**config.mk**
```make
export PLATFORM = sky130hd
export DESIGN_NAME = ifu_fetch_flat
export DESIGN_NICKNAME = d
export VERILOG_FILES = /design/src/rtl/ifu_fetch_pkg.sv /design/src/rtl/ifu_fetch_if.sv /design/src/rtl/ifu_fetch.sv /design/src/flat_wrapper.sv
export VERILOG_INCLUDE_DIRS = /design/src /design/src/rtl
export SDC_FILE = /design/constraint.sdc
export NUM_CORES = 1
export LEC_CHECK = 0
export BUFFER_PORTS_ARGS = -buffer_cell sky130_fd_sc_hd__clkbuf_2
export CAP_MARGIN = 15
export CORE_MARGIN = 3
export CORE_UTILIZATION = 47
export DETAILED_ROUTE_END_ITERATION = 16
export PLACE_DENSITY = 0.94
export SYNTH_ARGS = -nofsm -noshare
export SYNTH_HDL_FRONTEND = slang
export SYNTH_SLANG_ARGS = --single-unit
export TNS_END_PERCENT = 10
```
**constraint.sdc**
```tcl
create_clock -name clk -period 2.99 [get_ports clk]
set_input_delay 0.1495 -clock clk [delete_from_list [all_inputs] [get_ports clk]]
set_output_delay 0.1495 -clock clk [all_outputs]
set_load 0.1 [all_outputs]
```
**src/rtl/ifu_fetch_defines.sv**
```systemverilog
// Common AXI-lite width macros shared by the fetch unit files.
`ifndef IFU_FETCH_DEFINES_SV
`define IFU_FETCH_DEFINES_SV

`define IFU_AXI_ADDR_W 32
`define IFU_AXI_DATA_W 32
`define IFU_AXI_STRB_W 4
`define IFU_AXI_RESP_W 2

`endif

```
**src/rtl/ifu_fetch_pkg.sv**
```systemverilog
// Shared core package: AXI widths, the NOP encoding and the fetch FSM states.
`include "ifu_fetch_defines.sv"

package ifu_fetch_pkg;

    localparam int AXI_ADDR_W = `IFU_AXI_ADDR_W;
    localparam int AXI_DATA_W = `IFU_AXI_DATA_W;
    localparam int AXI_STRB_W = `IFU_AXI_STRB_W;
    localparam int AXI_RESP_W = `IFU_AXI_RESP_W;

    localparam logic [AXI_RESP_W-1:0] RESP_OKAY = 2'b00;

    // addi x0, x0, 0 -- what decode sees whenever no real instruction exists
    localparam logic [31:0] INST_NOP = 32'h0000_0013;

    typedef enum logic [1:0] {
        ADDR    = 2'd0,
        DATA    = 2'd1,
        OUT     = 2'd2,
        WAIT_PC = 2'd3
    } fetch_state_t;

endpackage

```
**src/rtl/ifu_fetch_if.sv**
```systemverilog
// AXI-lite port bundle between the fetch unit and the instruction SRAM.
interface ifu_fetch_if;
    import ifu_fetch_pkg::*;

    logic [AXI_ADDR_W-1:0] araddr;
    logic                  arvalid;
    logic                  arready;
    logic [AXI_DATA_W-1:0] rdata;
    logic [AXI_RESP_W-1:0] rresp;
    logic                  rvalid;
    logic                  rready;
    logic [AXI_ADDR_W-1:0] awaddr;
    logic                  awvalid;
    logic [AXI_DATA_W-1:0] wdata;
    logic [AXI_STRB_W-1:0] wstrb;
    logic                  wvalid;
    logic                  bready;

    modport master (
        output araddr, arvalid, rready, awaddr, awvalid, wdata, wstrb, wvalid, bready,
        input  arready, rdata, rresp, rvalid
    );

    modport slave (
        input  araddr, arvalid, rready, awaddr, awvalid, wdata, wstrb, wvalid, bready,
        output arready, rdata, rresp, rvalid
    );

endinterface

```
**src/rtl/ifu_fetch.sv**
```systemverilog
// Instruction fetch unit: one AXI-lite read per instruction, handed to decode,
// then waits for writeback to supply the next PC.
module ifu_fetch
    import ifu_fetch_pkg::*;
#(
    parameter logic [31:0] RESET_PC = 32'h8000_0000,
    parameter logic [31:0] INST_NOP = ifu_fetch_pkg::INST_NOP
) (
    input  logic               clk,
    input  logic               rst,
    ifu_fetch_if.master        axi,
    output logic [31:0]        inst,
    output logic [31:0]        inst_pc,
    output logic               inst_fault,
    output logic               inst_valid,
    input  logic               inst_ready,
    input  logic [31:0]        npc,
    input  logic               npc_valid,
    output logic               npc_ready
);

    fetch_state_t state;
    fetch_state_t state_next;
    logic [31:0]  pc;
    logic         misaligned;
    logic         arvalid;
    logic         rready;
    logic         load_data;
    logic         load_misalign;
    logic         load_npc;

    assign misaligned = (pc[1:0] != 2'b00);

    assign axi.araddr  = pc;
    assign axi.arvalid = arvalid;
    assign axi.rready  = rready;
    assign axi.awaddr  = '0;
    assign axi.awvalid = 1'b0;
    assign axi.wdata   = '0;
    assign axi.wstrb   = '0;
    assign axi.wvalid  = 1'b0;
    assign axi.bready  = 1'b1;

    // Outputs are gated by rst so nothing is offered to the SRAM or decode while reset is held.
    always_comb begin
        state_next    = state;
        arvalid       = 1'b0;
        rready        = 1'b0;
        inst_valid    = 1'b0;
        npc_ready     = 1'b0;
        load_data     = 1'b0;
        load_misalign = 1'b0;
        load_npc      = 1'b0;
        if (!rst) begin
            case (state)
                ADDR: begin
                    if (misaligned) begin
                        load_misalign = 1'b1;
                        state_next    = OUT;
                    end else begin
                        arvalid = 1'b1;
                        if (axi.arready) begin
                            state_next = DATA;
                        end
                    end
                end
                DATA: begin
                    rready = 1'b1;
                    if (axi.rvalid) begin
                        load_data  = 1'b1;
                        state_next = OUT;
                    end
                end
                OUT: begin
                    inst_valid = 1'b1;
                    if (inst_ready) begin
                        state_next = WAIT_PC;
                    end
                end
                WAIT_PC: begin
                    npc_ready = 1'b1;
                    if (npc_valid) begin
                        load_npc   = 1'b1;
                        state_next = ADDR;
                    end
                end
                default: state_next = ADDR;
            endcase
        end
    end

    always_ff @(posedge clk) begin
        if (rst) begin
            state      <= ADDR;
            pc         <= RESET_PC;
            inst       <= INST_NOP;
            inst_pc    <= RESET_PC;
            inst_fault <= 1'b0;
        end else begin
            state <= state_next;
            if (load_data) begin
                inst       <= axi.rdata;
                inst_pc    <= pc;
                inst_fault <= (axi.rresp != RESP_OKAY);
            end else if (load_misalign) begin
                inst       <= INST_NOP;
                inst_pc    <= pc;
                inst_fault <= 1'b1;
            end
            if (load_npc) begin
                pc <= npc;
            end
        end
    end

endmodule
```
**src/flat_wrapper.sv**
```systemverilog
// flat-port wrapper written by rule: the top's interface ports become plain ports
module ifu_fetch_flat import ifu_fetch_pkg::*;
#(
    parameter logic [31:0] RESET_PC = 32'h8000_0000,
    parameter logic [31:0] INST_NOP = ifu_fetch_pkg::INST_NOP
)
  (clk, rst, inst, inst_pc, inst_fault, inst_valid, inst_ready, npc, npc_valid, npc_ready, axi_araddr, axi_arvalid, axi_rready, axi_awaddr, axi_awvalid, axi_wdata, axi_wstrb, axi_wvalid, axi_bready, axi_arready, axi_rdata, axi_rresp, axi_rvalid);
  ifu_fetch_if axi_i ();
  input  logic clk;
  input  logic rst;
  output logic [31:0] inst;
  output logic [31:0] inst_pc;
  output logic inst_fault;
  output logic inst_valid;
  input  logic inst_ready;
  input  logic [31:0] npc;
  input  logic npc_valid;
  output logic npc_ready;
  output wire logic [$bits(axi_i.araddr)-1:0] axi_araddr;
  output wire logic [$bits(axi_i.arvalid)-1:0] axi_arvalid;
  output wire logic [$bits(axi_i.rready)-1:0] axi_rready;
  output wire logic [$bits(axi_i.awaddr)-1:0] axi_awaddr;
  output wire logic [$bits(axi_i.awvalid)-1:0] axi_awvalid;
  output wire logic [$bits(axi_i.wdata)-1:0] axi_wdata;
  output wire logic [$bits(axi_i.wstrb)-1:0] axi_wstrb;
  output wire logic [$bits(axi_i.wvalid)-1:0] axi_wvalid;
  output wire logic [$bits(axi_i.bready)-1:0] axi_bready;
  input wire logic [$bits(axi_i.arready)-1:0] axi_arready;
  input wire logic [$bits(axi_i.rdata)-1:0] axi_rdata;
  input wire logic [$bits(axi_i.rresp)-1:0] axi_rresp;
  input wire logic [$bits(axi_i.rvalid)-1:0] axi_rvalid;
  assign axi_araddr = axi_i.araddr;
  assign axi_arvalid = axi_i.arvalid;
  assign axi_rready = axi_i.rready;
  assign axi_awaddr = axi_i.awaddr;
  assign axi_awvalid = axi_i.awvalid;
  assign axi_wdata = axi_i.wdata;
  assign axi_wstrb = axi_i.wstrb;
  assign axi_wvalid = axi_i.wvalid;
  assign axi_bready = axi_i.bready;
  assign axi_i.arready = axi_arready;
  assign axi_i.rdata = axi_rdata;
  assign axi_i.rresp = axi_rresp;
  assign axi_i.rvalid = axi_rvalid;
  ifu_fetch #(.RESET_PC(RESET_PC), .INST_NOP(INST_NOP)) u_core (.clk(clk), .rst(rst), .axi(axi_i), .inst(inst), .inst_pc(inst_pc), .inst_fault(inst_fault), .inst_valid(inst_valid), .inst_ready(inst_ready), .npc(npc), .npc_valid(npc_valid), .npc_ready(npc_ready));
endmodule
```
# [Word-level counts from Yosys, hierarchy flattened]
# Index checks and enable logic that the tools add are counted.
[word_totals] out_inout_bits=172 regBits=99
[op_classes] muxes=30 eq_ne=7 n_reduce_logical=5
[op_table] op="$mux 32" count=4
[op_table] op="$mux 1" count=20
[op_table] op="$mux 2" count=5
[op_table] op="$pmux 2 s4" count=1
[op_table] op="$ne 2x2->1 const B" count=3
[op_table] op="$reduce_bool 2->1" count=3
[op_table] op="$eq 2x2->1 const B" count=2
[op_table] op="$reduce_and 4->1" count=1
[op_table] op="$ne 3x2->1 const B" count=1
[op_table] op="$eq 2x1->1 const B" count=1
[op_table] op="$logic_not 2->1" count=1

# [Depth between registers and ports, before layout]
[depth] word_depth=6 ltp_mapped=8 depth_no_buf=5

# [Least setup slack after synthesis]
# No wires, ideal clock.
[synth_timing] path_type="register to output" startpoint="reg u_core.pc[0], in the netlist u_core.axi.araddr[0]" endpoint="out axi_arvalid" arrival_time_ns=3.967 slack_ns=-1.126 path_stages_with_launch=2 n_path_buf=0 path_cell_list="dfxtp_1 -> nor4b_1"
[synth_via] elab_chain_cells=4
[synth_rtl] element="from (decl)" line_no="ifu_fetch.sv:24" source="logic [31:0] pc;"
[synth_rtl] element="from (signal assigned)" line_no="ifu_fetch.sv:111" source="pc <= npc;"
[synth_rtl] element="$reduce_bool 2->1" line_no="ifu_fetch.sv:32" source="assign misaligned = (pc[1:0] != 2'b00);"
[synth_rtl] element="$mux 1" line_no="ifu_fetch.sv:57" source="if (misaligned) begin"
[synth_rtl] element="$mux 1" line_no="ifu_fetch.sv:55" source="case (state)"
[synth_rtl] element="$mux 1" line_no="ifu_fetch.sv:54" source="if (!rst) begin"
[synth_rtl] element="to (decl)" line_no="flat_wrapper.sv:20" source="output wire logic [$bits(axi_i.arvalid)-1:0] axi_arvalid;"
# Every way passes these cells.

# [Final worst setup path]
[layout_timing] startpoint="reg u_core.state[0]" endpoint="reg u_core.inst[7]"
[layout_via] elab_chain_cells=4
[layout_rtl] element="from (decl)" line_no="ifu_fetch.sv:22" source="fetch_state_t state;"
[layout_rtl] element="from (signal assigned)" line_no="ifu_fetch.sv:100" source="state <= state_next;"
[layout_rtl] element="$eq 2x1->1 or $logic_not 2->1 (tied branches)" line_no="ifu_fetch.sv:55"
[layout_rtl] element="$mux 1" line_no="ifu_fetch.sv:55"
[layout_rtl] element="$mux 1" line_no="ifu_fetch.sv:54"
[layout_rtl] element="$mux 32 or $reduce_bool 2->1 (tied branches)"
[layout_rtl] element="to (signal assigned)" line_no="ifu_fetch.sv:102" source="inst <= axi.rdata;"
[layout_rtl] element="to (decl)" line_no="ifu_fetch.sv:12" source="output logic [31:0] inst,"
# Parallel ways exist; a longest one is shown, timed or not.
# A chain may end at the register's enable or synchronous reset.

==> metrics <==
Tmin final=approximately 2100 ps; final slew viol count=0; vias post-DR=between 3k and 4k; power density cells=around 730 nW/um^2; RR Endpoint=u_core.inst[7]$_SDFFE_PP0P_; n_diodes=0; fin util=0.642; Area contributors post-synth=dfxtp_1, buf_4, o21ai_0, a22o_1, nand2_1; Synth area leader=dfxtp_1; Pre-antenna DRT Iters=4; leak pwr=2.47 nW; Slew HR=0.285; Worst R2R Path Depth=5; Antenna Nets Post-Route=0; final net count=742; clock buffer depth=2; vias in the first global route=around 3.6k; # hold bufs at CTS=45; Cell variety after synth=34; DIE HEIGHT=99.8 um; CP endpoint kind=register; initial antenna violation count=0; wire per inst=around 15 um; Die Wd=approximately 100 um; GRT Overall Usage=0.230; Yosys top cell area share=0.479; Worst VDD drop=between 0.0003 and 0.0004 V; DRC Markers=0; ys async rst share=0; slowest CP cell=nor3_4; timing endpoint of the critical path=u_core.inst[7]$_SDFFE_PP0P_; fmax=471 MHz; fillers=692; post-placement setup slack=907 ps; clk sinks=~100; CP Launch Point=u_core.state[0]$_SDFFE_PP0P_; FF-to-FF Start=u_core.state[0]$_SDFFE_PP0P_; Setup CP Type=reg -> reg; CORE AREA=8380 um^2; worst-path cell chain=inv_1 > ha_1 > o21a_1 > nor3_4 > a22o_1; Reg2Reg Setup Slack=between 800 and 900 ps; synthesized instance count=about 470; PnR Total Power=between 3 and 4 mW; IO Count=~240; fraction of layout cells with a size suffix above 1=0.301; dpl hpwl=between 7000 and 8000 um; Rows=33; htree depth=3; Synth Register Bits=99; Hold Path Class=in -> reg; first-iteration detailed-routing DRC count=80; Tcrit/Tclk final=0.709; setup TNS=0 ps; EDFF count, synth=0; Worst Skew=8.74 ps; setup violators final=0; Layout area overhead=30.0%; max_cap viols=0; post-synthesis sequential area ratio=0.479; Critical Path Start Type=register; drt total wl=around 12000 um; Netlist Area Pre-Place=slightly above 4000 um^2; worst-skew pair later-pin latency=around 350 ps; Final Hold Fails=0; initial cell density of the core=0.494; PostCTS Resize Cnt=0; total gr overflow=0; Least-Margin Pin Slew=between 1000 and 1500 ps; global-route wire length before repair=around 18000 um; DIE AREA=9970 um^2; TritonCTS clock tree=built; run status=complete, no violations; CTS Buf Count=9; Synth Area per Inst=between 8 and 9 um^2; Post CTS Setup Buffer Count=0; Req. time, crit path=around 3300 ps; worst-path maximum fanout=29; final worst setup slack=869 ps; Critical Path AT=about 2400 ps; CTS root buf=clkbuf_8; Crit path largest cell delay=~800 ps; gp weighted congestion=around 0.77; Worst-path clk slew=approximately 90 ps; unrepaired setup endpoints after global routing=no; synthesis warning total=0; Port Buffers=between 150 and 200; Synth Flop Type=dfxtp_1; largest net degree at the start of global routing=65; vias per cell=just under 5
[cells in the mapped netlist (2+ instances only)]
cell type  number
nand2b_1        2
nand2_1        65
buf_6           4
o21ai_0        60
a22o_1         29
nor2b_1         5
o22a_1          3
buf_4          71
nor3_1          3
nor2_1          2
inv_1           2
nor4b_1         2
dfxtp_1        99
nand3_1        34
a21oi_1        32
buf_1           3
clkbuf_1       11
conb_1          2
o21ai_1         5
ha_1            5
buf_2          14
[power breakdown]
| part | switching (mW) | leakage (nW) | internal (mW) | total (mW) |
|---|---|---|---|---|
| combinational | 1.37 | 1.58 | 0.279 | 1.65 |
| clock | 0.451 | 0.0932 | 0.355 | 0.806 |
| sequential | 0.0649 | 0.800 | 1.41 | 1.48 |
| total | 1.88 | 2.47 | 2.05 | 3.93 |
[flip-flops by register name, summed over array words and instances (netlist names)]
register	count
u_core.state	2
u_core.inst_fault	1
u_core.axi.araddr	32
u_core.inst_pc	32
u_core.inst	32
[cell families after synthesis]
kind of cell / Yosys count / share of synthesized area
adder cells (fa/ha/maj): 5 / 0.0151
buffers and inverters: 107 / 0.173
other: 2 / 0.00181
AO/OA/AOI/OAI: 131 / 0.189
AND/OR/NAND/NOR: 120 / 0.137
flip-flops: 99 / 0.479
multiplexers: 2 / 0.00514
[worst min path at each step]
| stage | startpoint | end | slack (ps) | cells past startpoint |
|---|---|---|---|---|
| 2_1_floorplan | npc[0] | u_core.axi.araddr[0]$_SDFFE_PP0P_ | 260 | 2 |
| 3_3_place_gp | npc[12] | u_core.axi.araddr[12]$_SDFFE_PP0P_ | 340 | 3 |
| 3_5_place_dp | npc[3] | u_core.axi.araddr[3]$_SDFFE_PP0P_ | 350 | 3 |
| 4_1_cts | axi_rdata[7] | u_core.inst[7]$_SDFFE_PP0P_ | 0.2 | 2 |
| 5_1_grt | axi_rdata[23] | u_core.inst[23]$_SDFFE_PP0P_ | 0.4 | 2 |
| 6_report | axi_rdata[8] | u_core.inst[8]$_SDFFE_PP0P_ | 10 | 2 |
[layout by cell type, fill, tap and decap left out, drive strengths merged, types with 3 or more instances in the layout]
cell type / Yosys / final
a21oi: 32 / 32
a22o: 29 / 29
buf: 92 / 6
clkbuf: 12 / 184
clkinv: 1 / 3
conb: 2 / 71
dfxtp: 99 / 99
dlygate4sd3: 0 / 45
ha: 5 / 5
inv: 2 / 3
nand2: 65 / 65
nand3: 34 / 34
nor2b: 6 / 6
nor3: 4 / 4
o21ai: 65 / 65
o22a: 3 / 3
[routing by layer]
layer  part of all wire  GRT usage
met1               0.37      0.253
met2               0.52      0.429
met3              0.086     0.0570
met4              0.019     0.0725
met5                  0          0
[worst max-delay path: cells and delay by family (launching register included)]
kind | cells | cell delay (ps)
AND/OR/NAND/NOR | 1 | 810
AO/OA/AOI/OAI | 2 | 460
flip-flops | 1 | 390
adder cells (fa/ha/maj) | 1 | 280
buffers and inverters | 1 | 120
[metrics by stage]
step	hold slack, ps	cells	instance area, um^2
final	13.1	775	5380
after global routing	0.389	775	5380
after CTS	0.219	775	5380
after detailed placement	348	714	4740
after global placement	340	714	4740
after floorplan	258	535	4400
[cell type report]
type                    instances  area, um^2  share of cell area
clock inverters                 4        33.8             0.00628
flip-flops and latches         99        1980               0.368
multi-input cells             329        1710               0.318
inverters                       3        11.3             0.00209
clock buffers                  12         155              0.0288
repair buffers                223        1360               0.252
well taps                     105         131              0.0244
No activity file was read; power rests on OpenSTA's default activity.
